--- src/rtl/core_pipe_ctrl.sv ---
// Decode-stage progress controller: owns the s2 valid bit, interlocks load-use
// hazards against one outstanding load, handles flush and fetch-byte consumption.
module core_pipe_ctrl #(
  parameter int REG_ADDR_R = 4,
  parameter int CNT_W      = 32
) (
  input  logic                  g_clk,
  input  logic                  g_resetn,
  input  logic                  s1_valid,
  input  logic                  s1_16bit,
  input  logic                  s1_32bit,
  input  logic [REG_ADDR_R:0]   s1_rs1_addr,
  input  logic [REG_ADDR_R:0]   s1_rs2_addr,
  input  logic                  s1_rs1_used,
  input  logic                  s1_rs2_used,
  input  logic [REG_ADDR_R:0]   s1_rd,
  input  logic                  s1_is_load,
  output logic                  s2_eat_2,
  output logic                  s2_eat_4,
  output logic                  s2_ld,
  output logic                  s2_valid,
  output logic                  s3_valid,
  input  logic                  s3_ready,
  input  logic                  flush,
  input  logic                  ld_done,
  input  logic                  ld_cancel,
  output logic                  ev_hazard,
  output logic                  ev_backpr,
  output logic [CNT_W-1:0]      cnt_hazard,
  output logic [CNT_W-1:0]      cnt_backpr
);

  logic                s2_valid_q, s2_valid_d;
  logic                s2_is_load_q, s2_is_load_d;
  logic [REG_ADDR_R:0] s2_rd_q, s2_rd_d;
  logic                pend_vld_q, pend_vld_d;
  logic [REG_ADDR_R:0] pend_rd_q, pend_rd_d;
  logic [CNT_W-1:0]    cnt_hazard_q, cnt_hazard_d;
  logic [CNT_W-1:0]    cnt_backpr_q, cnt_backpr_d;

  logic ld_blk, s2_fire, s2_free, hazard, s1_fire;
  logic rs1_match, rs2_match;

  // x0 is hardwired zero, so it can never be the target of a pending load
  function automatic logic src_match(
    input logic [REG_ADDR_R:0] a,
    input logic                used,
    input logic                s2v,
    input logic                s2l,
    input logic [REG_ADDR_R:0] s2rd,
    input logic                pv,
    input logic                dn,
    input logic [REG_ADDR_R:0] prd
  );
    return used && (a != '0) &&
           ((s2v && s2l && (a == s2rd)) || (pv && !dn && (a == prd)));
  endfunction

  always_comb begin
    ld_blk    = s2_is_load_q & pend_vld_q & ~ld_done;
    s3_valid  = s2_valid_q & ~ld_blk;
    s2_fire   = s3_valid & s3_ready;
    s2_free   = ~s2_valid_q | s2_fire;
    rs1_match = src_match(s1_rs1_addr, s1_rs1_used, s2_valid_q, s2_is_load_q,
                          s2_rd_q, pend_vld_q, ld_done, pend_rd_q);
    rs2_match = src_match(s1_rs2_addr, s1_rs2_used, s2_valid_q, s2_is_load_q,
                          s2_rd_q, pend_vld_q, ld_done, pend_rd_q);
    hazard    = s1_valid & (rs1_match | rs2_match);
    // Gated by reset so nothing is consumed while reset is held
    s1_fire   = g_resetn & s1_valid & s2_free & ~hazard & ~flush;
    s2_ld     = s1_fire;
    s2_eat_2  = s1_fire & s1_16bit;
    s2_eat_4  = s1_fire & s1_32bit;
    ev_hazard = hazard & s2_free & ~flush;
    ev_backpr = s2_valid_q & ~s3_ready & ~flush;
  end

  always_comb begin
    s2_valid_d   = s2_valid_q;
    s2_is_load_d = s2_is_load_q;
    s2_rd_d      = s2_rd_q;
    pend_vld_d   = pend_vld_q;
    pend_rd_d    = pend_rd_q;
    cnt_hazard_d = cnt_hazard_q;
    cnt_backpr_d = cnt_backpr_q;

    if (flush)        s2_valid_d = 1'b0;
    else if (s1_fire) s2_valid_d = 1'b1;
    else if (s2_fire) s2_valid_d = 1'b0;

    if (s1_fire) begin
      s2_is_load_d = s1_is_load;
      s2_rd_d      = s1_rd;
    end

    // A new issue beats a same-cycle done: the done belongs to the older load
    if (s2_fire && s2_is_load_q && !flush) begin
      pend_vld_d = 1'b1;
      pend_rd_d  = s2_rd_q;
    end else if (ld_done || ld_cancel) begin
      pend_vld_d = 1'b0;
    end

    if (ev_hazard) cnt_hazard_d = cnt_hazard_q + CNT_W'(1);
    if (ev_backpr) cnt_backpr_d = cnt_backpr_q + CNT_W'(1);
  end

  always_ff @(posedge g_clk or negedge g_resetn) begin
    if (!g_resetn) begin
      s2_valid_q   <= 1'b0;
      s2_is_load_q <= 1'b0;
      s2_rd_q      <= '0;
      pend_vld_q   <= 1'b0;
      pend_rd_q    <= '0;
      cnt_hazard_q <= '0;
      cnt_backpr_q <= '0;
    end else begin
      s2_valid_q   <= s2_valid_d;
      s2_is_load_q <= s2_is_load_d;
      s2_rd_q      <= s2_rd_d;
      pend_vld_q   <= pend_vld_d;
      pend_rd_q    <= pend_rd_d;
      cnt_hazard_q <= cnt_hazard_d;
      cnt_backpr_q <= cnt_backpr_d;
    end
  end

  assign s2_valid   = s2_valid_q;
  assign cnt_hazard = cnt_hazard_q;
  assign cnt_backpr = cnt_backpr_q;

endmodule

--- config.mk ---
export PLATFORM = sky130hd
export DESIGN_NAME = core_pipe_ctrl
export DESIGN_NICKNAME = d
export VERILOG_FILES = /design/src/rtl/core_pipe_ctrl.sv
export SDC_FILE = /design/constraint.sdc
export NUM_CORES = 1
export LEC_CHECK = 0
export ABC_CLOCK_PERIOD_IN_PS = 7400
export CAP_MARGIN = 10
export CORE_MARGIN = 4
export CORE_UTILIZATION = 50
export DETAILED_ROUTE_END_ITERATION = 8
export DONT_BUFFER_PORTS = 1
export PLACE_DENSITY = 0.65
export SLEW_MARGIN = 10
export SYNTH_ARGS = -nofsm -noshare
export SYNTH_HDL_FRONTEND = slang
export SYNTH_SLANG_ARGS = --single-unit
--- constraint.sdc ---
create_clock -name g_clk -period 7.4 [get_ports g_clk]
set_input_delay 1.85 -clock g_clk [delete_from_list [all_inputs] [get_ports g_clk]]
set_output_delay 1.85 -clock g_clk [all_outputs]
set_load 0.01 [all_outputs]
==> impl_results.md <==
- Status: finished clean
- Later-pin clock latency in the skew report: 340 ps
- Number of nets still failing antenna checks after routing: 0
- Detailed-routing wirelength on met1: 3450 um
- Hold Violations, Final: 0
- Mean area per synthesized cell: 11.2 um^2
- Number of synthesized flops with an enable pin: 0
- Beginning of the worst register-to-register path: s2_valid$_DFFE_PN0P_
- Dominant delay contributor by cell family on the critical path: simple AND/OR/NAND/NOR gates
- Slowest cell on the critical path: or4_4
- Post-Syn Area: 3820 um^2
- Clock network fraction of design power: 34.9%
- Violation count after the first detailed-route iteration: 89
- DRC: 0
- Share of power burned in combinational logic: 8.3%
- Critical path arrival: 3380 ps
- Most frequently used cell type in the post-synthesis netlist: dfrtp_1
- Number of antenna repair diodes: 0
- Cells after synthesis: 342
- Time the final worst path needs with I/O delays and setup: 5230 ps
- Number of warnings reported in the yosys synthesis log: 0
- Dominant cells by area after synthesis: dfrtp_1 50%, xnor2_1 9.9%, xor2_1 8.9%
- Net count of the mapped netlist: 371
- Async SR Flop Fraction: 100%
- Worst Tran Pin Value: 586 ps
- Hold Worst Slack: 541 ps
- Crit path buf inv count: 0
- Fraction of layout instances using a drive strength above 1: 11.9%
- Highest Signal Layer: met4
- Amount of wire on met2 after detailed routing: 3640 um
- Crit end category: output port
- Router iterations before antenna repair: 4
- Critical Path RT: 5550 ps
- RSZ-0062 raised after global routing: false
- Total routing resource utilization after global routing: 18.0%
- Summed negative setup slack over all endpoints: 0 ps
- Cts bufs inserted: 9
- Largest area contributor in the netlist: dfrtp_1
- Buffers inserted by post-CTS timing repair: 0
- Maximum cell stage delay along the critical path: 530 ps
- H-tree depth reported by CTS: 3
- Clock skew: 10.7 ps
- # nets final: 376
- Worst hold path class: register to register
- Final number of max-transition violations: 0
- Port-buffer cells: 0
- Sequential fraction of design power: 56.9%
- Worst slack at placement: 2160 ps
- Area share of the largest cell type after synthesis: 50.5%
- Reported leakage power: 0.00186 uW
- Number of buffers added to fix hold violations after cts: 0
- CP Max Fanout: 9
- Worst reg-to-reg setup slack: 5120 ps
- Worst voltage drop across the vdd grid: 0.0000732 V
- Share of the cycle needed by the critical path after routing: 70.7%
- Max Freq: 191 MHz
- IO Count: 98
- Via Count: 2500
- Congestion Overflow GR: 0
- Number of storage elements in the synthesis netlist: 77
- Startpoint type of the worst setup path: primary input
- Detailed-routed wire length on met3: 683 um
- Count of max-cap constraint violations: 0
- Final worst-path setup slack: 2170 ps
- Hold Startpoint: cnt_backpr[31]$_DFFE_PN0P_
- Total setup violations reported at the end of the flow: 0
- Crit path kind: primary input to output port
- Switching part of the total power: 26.3%
- CP cell instances: or4_4, o21ai_4, o22ai_1, or2_1, nor2_1
- Predominant post-synthesis flop cell: dfrtp_1
- Seq/Total Area, Yosys: 50.5%
- Most frequent cells after synthesis: 77 x dfrtp_1, 43 x xnor2_1, 39 x xor2_1
- Initial Util: 52.1%
- Relative slew slack: 60.6%
- Gpl congestion: 0.862
- Clock Root Buffer: clkbuf_8
- Total net switching power: 225 uW
- Floorplan row count: 31
- CTS Buffer Depth: 2
- Initial antenna violation count: 0
- CTS resizes: 0
- Final routed wire length divided by cell count: 17.5 um
- Vertical die dimension: 95.4 um
- Ratio of total power to cell area: 209 nW/um^2
- Clk pin slew, worst setup/hold paths: 80 ps
- Final HPWL from detailed placement: 5670 um
- DRT Wirelength: 7880 um
- Average via count per standard cell: 5.54
- Die ar.: 9100 um^2
- Number of different library cells in the post-synthesis netlist: 41
- Critical Path Start: s1_rs2_addr[1]
- Core outline area: 7330 um^2
- CTS sink count: 77
- Cell-internal power: 630 uW
- Area growth from synthesis to final layout: 7.14%
- Via count of the first global-routing pass: 2530
- Wire length of the first global-routing pass: 12600 um
- Maximum number of pins on one net before global-route repair: 79
- TritonCTS clock tree: yes
- Width of the die: 95.4 um
## power groups by stage
stage	clock (uW)	sequential, uW	combinational (uW)
finish	298	486	70.5
global route	328	491	77.6
CTS	307	487	70.9
detailed placement	0	496	69.7
global placement	0	495	68.7
floorplan	0	483	61.6
## logic make-up (layout without fill, tap and decap cells)
| group | after synthesis | in the layout | synth area share (%) |
|---|---|---|---|
| buffers and inverters | 12 | 22 | 1.64 |
| AOI/OAI and AO/OA | 11 | 11 | 2.69 |
| muxes | 13 | 13 | 4.42 |
| DFF | 77 | 77 | 50.5 |
| and+or+nand+nor | 145 | 145 | 21.3 |
| xor gates and xnor gates | 82 | 82 | 18.8 |
| adders and majority gates | 2 | 2 | 0.655 |
## layout by cell type (no fill, tap or decap), types with 2 or more instances in the layout
master,netlist,routed
dfrtp_1,77,77
xnor2_1,43,43
xor2_1,39,39
nand2_1,29,29
nand3_1,25,25
nor2_1,21,21
nand4_1,18,18
clkbuf_8,0,11
and3_1,9,9
and4_1,8,8
mux2_2,7,7
nor3_1,7,7
and2_1,6,6
mux2_4,6,6
inv_1,5,5
nor4_1,4,4
nor3_2,3,3
or4_4,2,2
a32oi_1,2,2
nor2b_1,2,2
nand3b_1,2,2
nand2b_1,2,2
ha_1,2,2
clkinvlp_4,0,2
clkinv_2,0,2
## stage by stage
| step | cells | power, uW | area [um^2] | utilization [%] |
|---|---|---|---|---|
| floorplan | 342 | 544 | 3820 | - |
| global placement | 435 | 564 | 3910 | 53.3 |
| detailed placement | 435 | 566 | 3910 | 53.3 |
| CTS | 451 | 865 | 4090 | 55.8 |
| global route | 451 | 897 | 4090 | 55.8 |
| finish | 451 | 855 | 4090 | 55.8 |
## per-layer routing
| metal | vias up | GRT usage [%] |
|---|---|---|
| li1 | 1194 | - |
| met1 | 1220 | 23.7 |
| met2 | 78 | 27.1 |
| met3 | 8 | 6.39 |
| met4 | 0 | 7.11 |
| met5 | - | 0 |
## cell type report
class	count	area [um^2]
sequential	77	1930
multi-input combinational	253	1830
fill	629	3240
clock buffer	11	151
tap	99	124
clock inverter	5	33.8
inverter	5	18.8
timing repair buffer	1	7.51
## registers in the layout, summed over array words and instances (netlist names)
name and cells:
cnt_backpr 32, pend_vld_q 1, cnt_hazard 32, s2_valid 1, pend_rd_q 5, s2_rd_q 5
s2_is_load_q 1
## worst register-to-register path: cells and delay by family (launching register included)
kind	cells	cell delay, ps
xor gates and xnor gates	1	170
and+or+nand+nor	5	1570
DFF	1	470
## worst paths after layout
check                                        endpoint  depth (start not counted)
setup / recovery                             s2_eat_2                          5
hold / removal             cnt_backpr[31]$_DFFE_PN0P_                          1
setup reg to reg           cnt_backpr[27]$_DFFE_PN0P_                          6
hold reg to reg            cnt_backpr[31]$_DFFE_PN0P_                          1
max in group asynchronous  cnt_hazard[11]$_DFFE_PN0P_                          0
min in group asynchronous    pend_rd_q[2]$_DFFE_PN0P_                          0
Note: power is estimated with default switching activity, not from simulation.
==> variant 1: new RTL, same settings <==
`CNT_W`: 32 -> 64.
--- a/src/rtl/core_pipe_ctrl.sv
+++ b/src/rtl/core_pipe_ctrl.sv
@@ -2,7 +2,7 @@
 // hazards against one outstanding load, handles flush and fetch-byte consumption.
 module core_pipe_ctrl #(
   parameter int REG_ADDR_R = 4,
-  parameter int CNT_W      = 32
+  parameter int CNT_W      = 64
 ) (
   input  logic                  g_clk,
   input  logic                  g_resetn,
Ports: changed (resized cnt_backpr and cnt_hazard); port bits go from 98 to 162. The function was not compared with the original's and may differ.
==> variant 1 against the unedited design <==
- count of clock-buffer cells in the layout up 8
- sequential share of layout area down 0.41 points
- area after synthesis rose by 77%
- design area increased by 85%
- wire length grew 94%
- worst setup slack worse by 0.46 ns
- sequential cell count up 64
- total power grew 120%
- synthesized cell count rose by 80%
==> variant 1: results (changes against the unedited design) <==
outcome=finished, final reports clean; Synth area leaders=dfrtp_1 (52%), xnor2_1 (14%), nand4_1 (5.1%), xor2_1 (4.8%), nand3_1 (4.1%); crit path max fanout=52 (+43); adder-cell share of the synthesized area=0.371% (-0.28 points); Worst-path clk slew=0.06 ns (-0.02 ns); Met1 Wirelength=6170 um (+79%); mux contribution to synthesized area=2.00% (-2.4 points); delay of the slowest critical-path stage=0.63 ns (+0.10 ns); fillcell total=1126 (+79%); crit path DAT=3.85 ns (+0.47 ns); NumNets Final=651 (+73%); Synth top cells by count=dfrtp_1 (141), xnor2_1 (109), nand3_1 (56); placed cell areas=0.00691 sq mm (+77%); CP top delay family=compound AO/OA/AOI/OAI gates; Skew-Pair Late Insertion Delay=0.41 ns (+0.07 ns); sequential power=0.000837 W (+72%); global placer's final weighted congestion=0.834 (-3.4%); Final Critical Period=5.70 ns (+0.462 ns); register area share after synthesis=52.2% (+1.8 points); sw frac=20.9% (-5.4 points); reg-to-reg setup timing slack=4.62 ns (-0.50 ns); Clk. pwr=0.000930 W (+210%); Cells after Synth=616 (+80%); DPL Wire Length=10900 um (+92%); post-synth cell types=44 (+7.3%); Synth Area in Compound Gates=1.30% (-1.4 points); via/cell ratio=5.87 (+5.8%); first-pass GRT wire length=25500 um (+100%); share of cells above drive strength 1=9.15% (-2.8 points); met1 Usage GRT=24.4% (+0.71 points); VDD IR max=0.000132 V (+81%); GR Layer Usage met3=8.46% (+2.1 points); Fin Clk Skew=0.00958 ns (-0.00117 ns); worst slack at placement=1.71 ns (-0.453 ns)
-- variant 1: worst paths after layout --
path / endpoint / from / cells past startpoint
max reg2reg: cnt_hazard[59] / cnt_hazard[11] / 6
min in group asynchronous: cnt_backpr[11] / g_resetn / 0
max: ev_hazard / s1_rs1_addr[1] / 5
min reg2reg: cnt_backpr[63] / cnt_backpr[63] / 1
max in group asynchronous: cnt_hazard[38] / g_resetn / 0
min: cnt_backpr[63] / cnt_backpr[63] / 1
-- variant 1: layout make-up --
cell class,count,share of cell area [%]
flip-flops and latches,141,46.7
multi-input cells,449,41.2
clock buffers,19,5.99
well taps,176,2.91
clock inverters,12,2.55
inverters,12,0.596
repair buffers,1,0.0993
-- variant 1: worst reg2reg max path, stage by stage (launching register included) --
cell	delay [ns]
dfrtp_1	0.50
and4_1	0.34
nand3_1	0.17
or2_1	0.29
nor4_2	0.91
nand4_1	0.26
xnor2_1	0.20
==> variant 2: new RTL, same settings <==
Made on the original files. Put one more register stage on the output `cnt_backpr`, without a reset. The value now appears one clock later. The other outputs are not delayed to match.
--- a/src/rtl/core_pipe_ctrl.sv
+++ b/src/rtl/core_pipe_ctrl.sv
@@ -127,7 +127,9 @@
 
   assign s2_valid   = s2_valid_q;
   assign cnt_hazard = cnt_hazard_q;
-  assign cnt_backpr = cnt_backpr_q;
+  always_ff @(posedge g_clk) begin
+    cnt_backpr <= cnt_backpr_q;
+  end
 
 endmodule
 
Check against the original RTL: not equivalent (a bounded check fails within 4 cycles, from zero or initial values and one cycle with g_resetn low).
==> variant 2 against the unedited design <==
- area after synthesis rose by 18%
- clock skew is 0.0048 ns higher
- largest cell class unchanged
- sequential cell count rose by 32
- count of clock-buffer cells in the layout decreased by 1
- global-route usage fell by 2.0 points
- die area up 16%
- total power is 31% higher
- wire length up 3.9%
- final cell count rose by 8.9%
- worst setup slack worse by 0.16 ns
- via count rose by 8.6%
- design area increased by 17%
==> variant 2: results (changes against the unedited design) <==
clock power share=33.8% (-1.1 points); CP top delay family=simple AND/OR/NAND/NOR gates; Synth top cells by count=dfrtp_1 (77), xor2_1 (52), dfxtp_1 (32); NumNets Final=407 (+8.2%); Synth area leaders=dfrtp_1 (43%), dfxtp_1 (14%), xor2_1 (10%), xnor2_1 (5.8%), nand3_1 (2.8%); Min Hold Slack=0.408 ns (-0.133 ns); Worst-path clk slew=0.10 ns (+0.02 ns); antenna violations before repair=0 (unchanged); worst r2r src=s2_valid; GR Layer Usage met3=5.55% (-0.85 points); total CTS buffers=9 (unchanged); placed insts=475 (+9.2%); initial DRC count=74 (-17%); grt met2 use=24.0% (-3.1 points); cell internal pwr=0.000843 W (+34%); Sequential Power Share=60.0% (+3.1 points); Worst Hold End=cnt_backpr[31]; worst reg-to-reg path cell count=6 (unchanged); vias in the first global route=2661 (+5.2%); final WL=8180 um (+3.9%); crit path max fanout=9 (unchanged); worst slack at placement=2.03 ns (-0.134 ns); synthesis warning total=0 (unchanged); Slowest-stage cell, CP=or4_1; VDD IR max=0.000113 V (+55%); crit path DAT=3.54 ns (+0.16 ns); Fin Clk Skew=0.0155 ns (+0.00476 ns); ANT cells=0 (unchanged); Final Instance Area=0.00480 sq mm (+17%); global placer's final weighted congestion=0.749 (-13%); Power per Cell Area=232 mW/mm^2 (+11%); DPL Wire Length=5920 um (+4.3%); fillcell total=784 (+25%); post-synth cell types=43 (+4.9%); first-pass GRT wire length=13200 um (+5.0%); Post-synth ARST share=70.6% (-29 points); hold_sp=cnt_backpr_q[31]; Hold WC Path Type=flip-flop to flip-flop; delay of the slowest critical-path stage=0.55 ns (+0.02 ns); share of cells above drive strength 1=12.8% (+0.86 points); Net Count, Synth=402 (+8.4%); via/cell ratio=5.53 (-0.21%); outcome=finished, final reports clean; hold-critical path depth=0 (-1); Post-Layout Cell Count=491 (+8.9%); H-tree levels=3 (unchanged); reg-to-reg critical path endpoint=cnt_backpr_q[30]; met1 Usage GRT=21.9% (-1.8 points); Skew-Pair Late Insertion Delay=0.36 ns (+0.02 ns); IO buf count=0 (unchanged); register area share after synthesis=57.1% (+6.7 points); reg-to-reg setup timing slack=5.06 ns (-0.06 ns); Cells after Synth=373 (+9.1%); Worst slew margin=59.3% (-1.3 points); Tot GR Track Use=16.0% (-2.0 points); clock buffer depth=2 (unchanged); placed cell areas=0.00459 sq mm (+17%); P_leak=2.22 nW (+19%)
==> variant 2: changes by cell type in the layout (fill, tap and decap cells not counted), sizes merged, moves of 4 or more <==
cell	delta
dfxtp	+32
inv	+4
nand2	-10
nor3	+5
xnor2	-13
xor2	+13
==> variant 2: layout make-up <==
cell class / instances / share of cell area, %
Inverter: 6 / 0.469
Timing Repair Buffer: 1 / 0.156
Sequential cell: 109 / 53.5
Multi-Input combinational cell: 251 / 38.7
Clock buffer: 10 / 2.87
Tap cell: 108 / 2.81
Clock inverter: 6 / 1.59
==> variant 2: cell families after synthesis <==
group                      synth area share, %
AOI/OAI and AO/OA                         1.89
DFF                                       57.1
muxes                                     3.76
buffers and inverters                     1.56
adders and majority gates                0.557
xor gates and xnor gates                  16.0
and+or+nand+nor                           19.1
==> variant 2: routing by layer <==
layer,vias to the layer above,wire length [um]
met5,-,0
met4,0,110
met3,9,626
met2,70,3730
met1,1333,3710
li1,1304,-
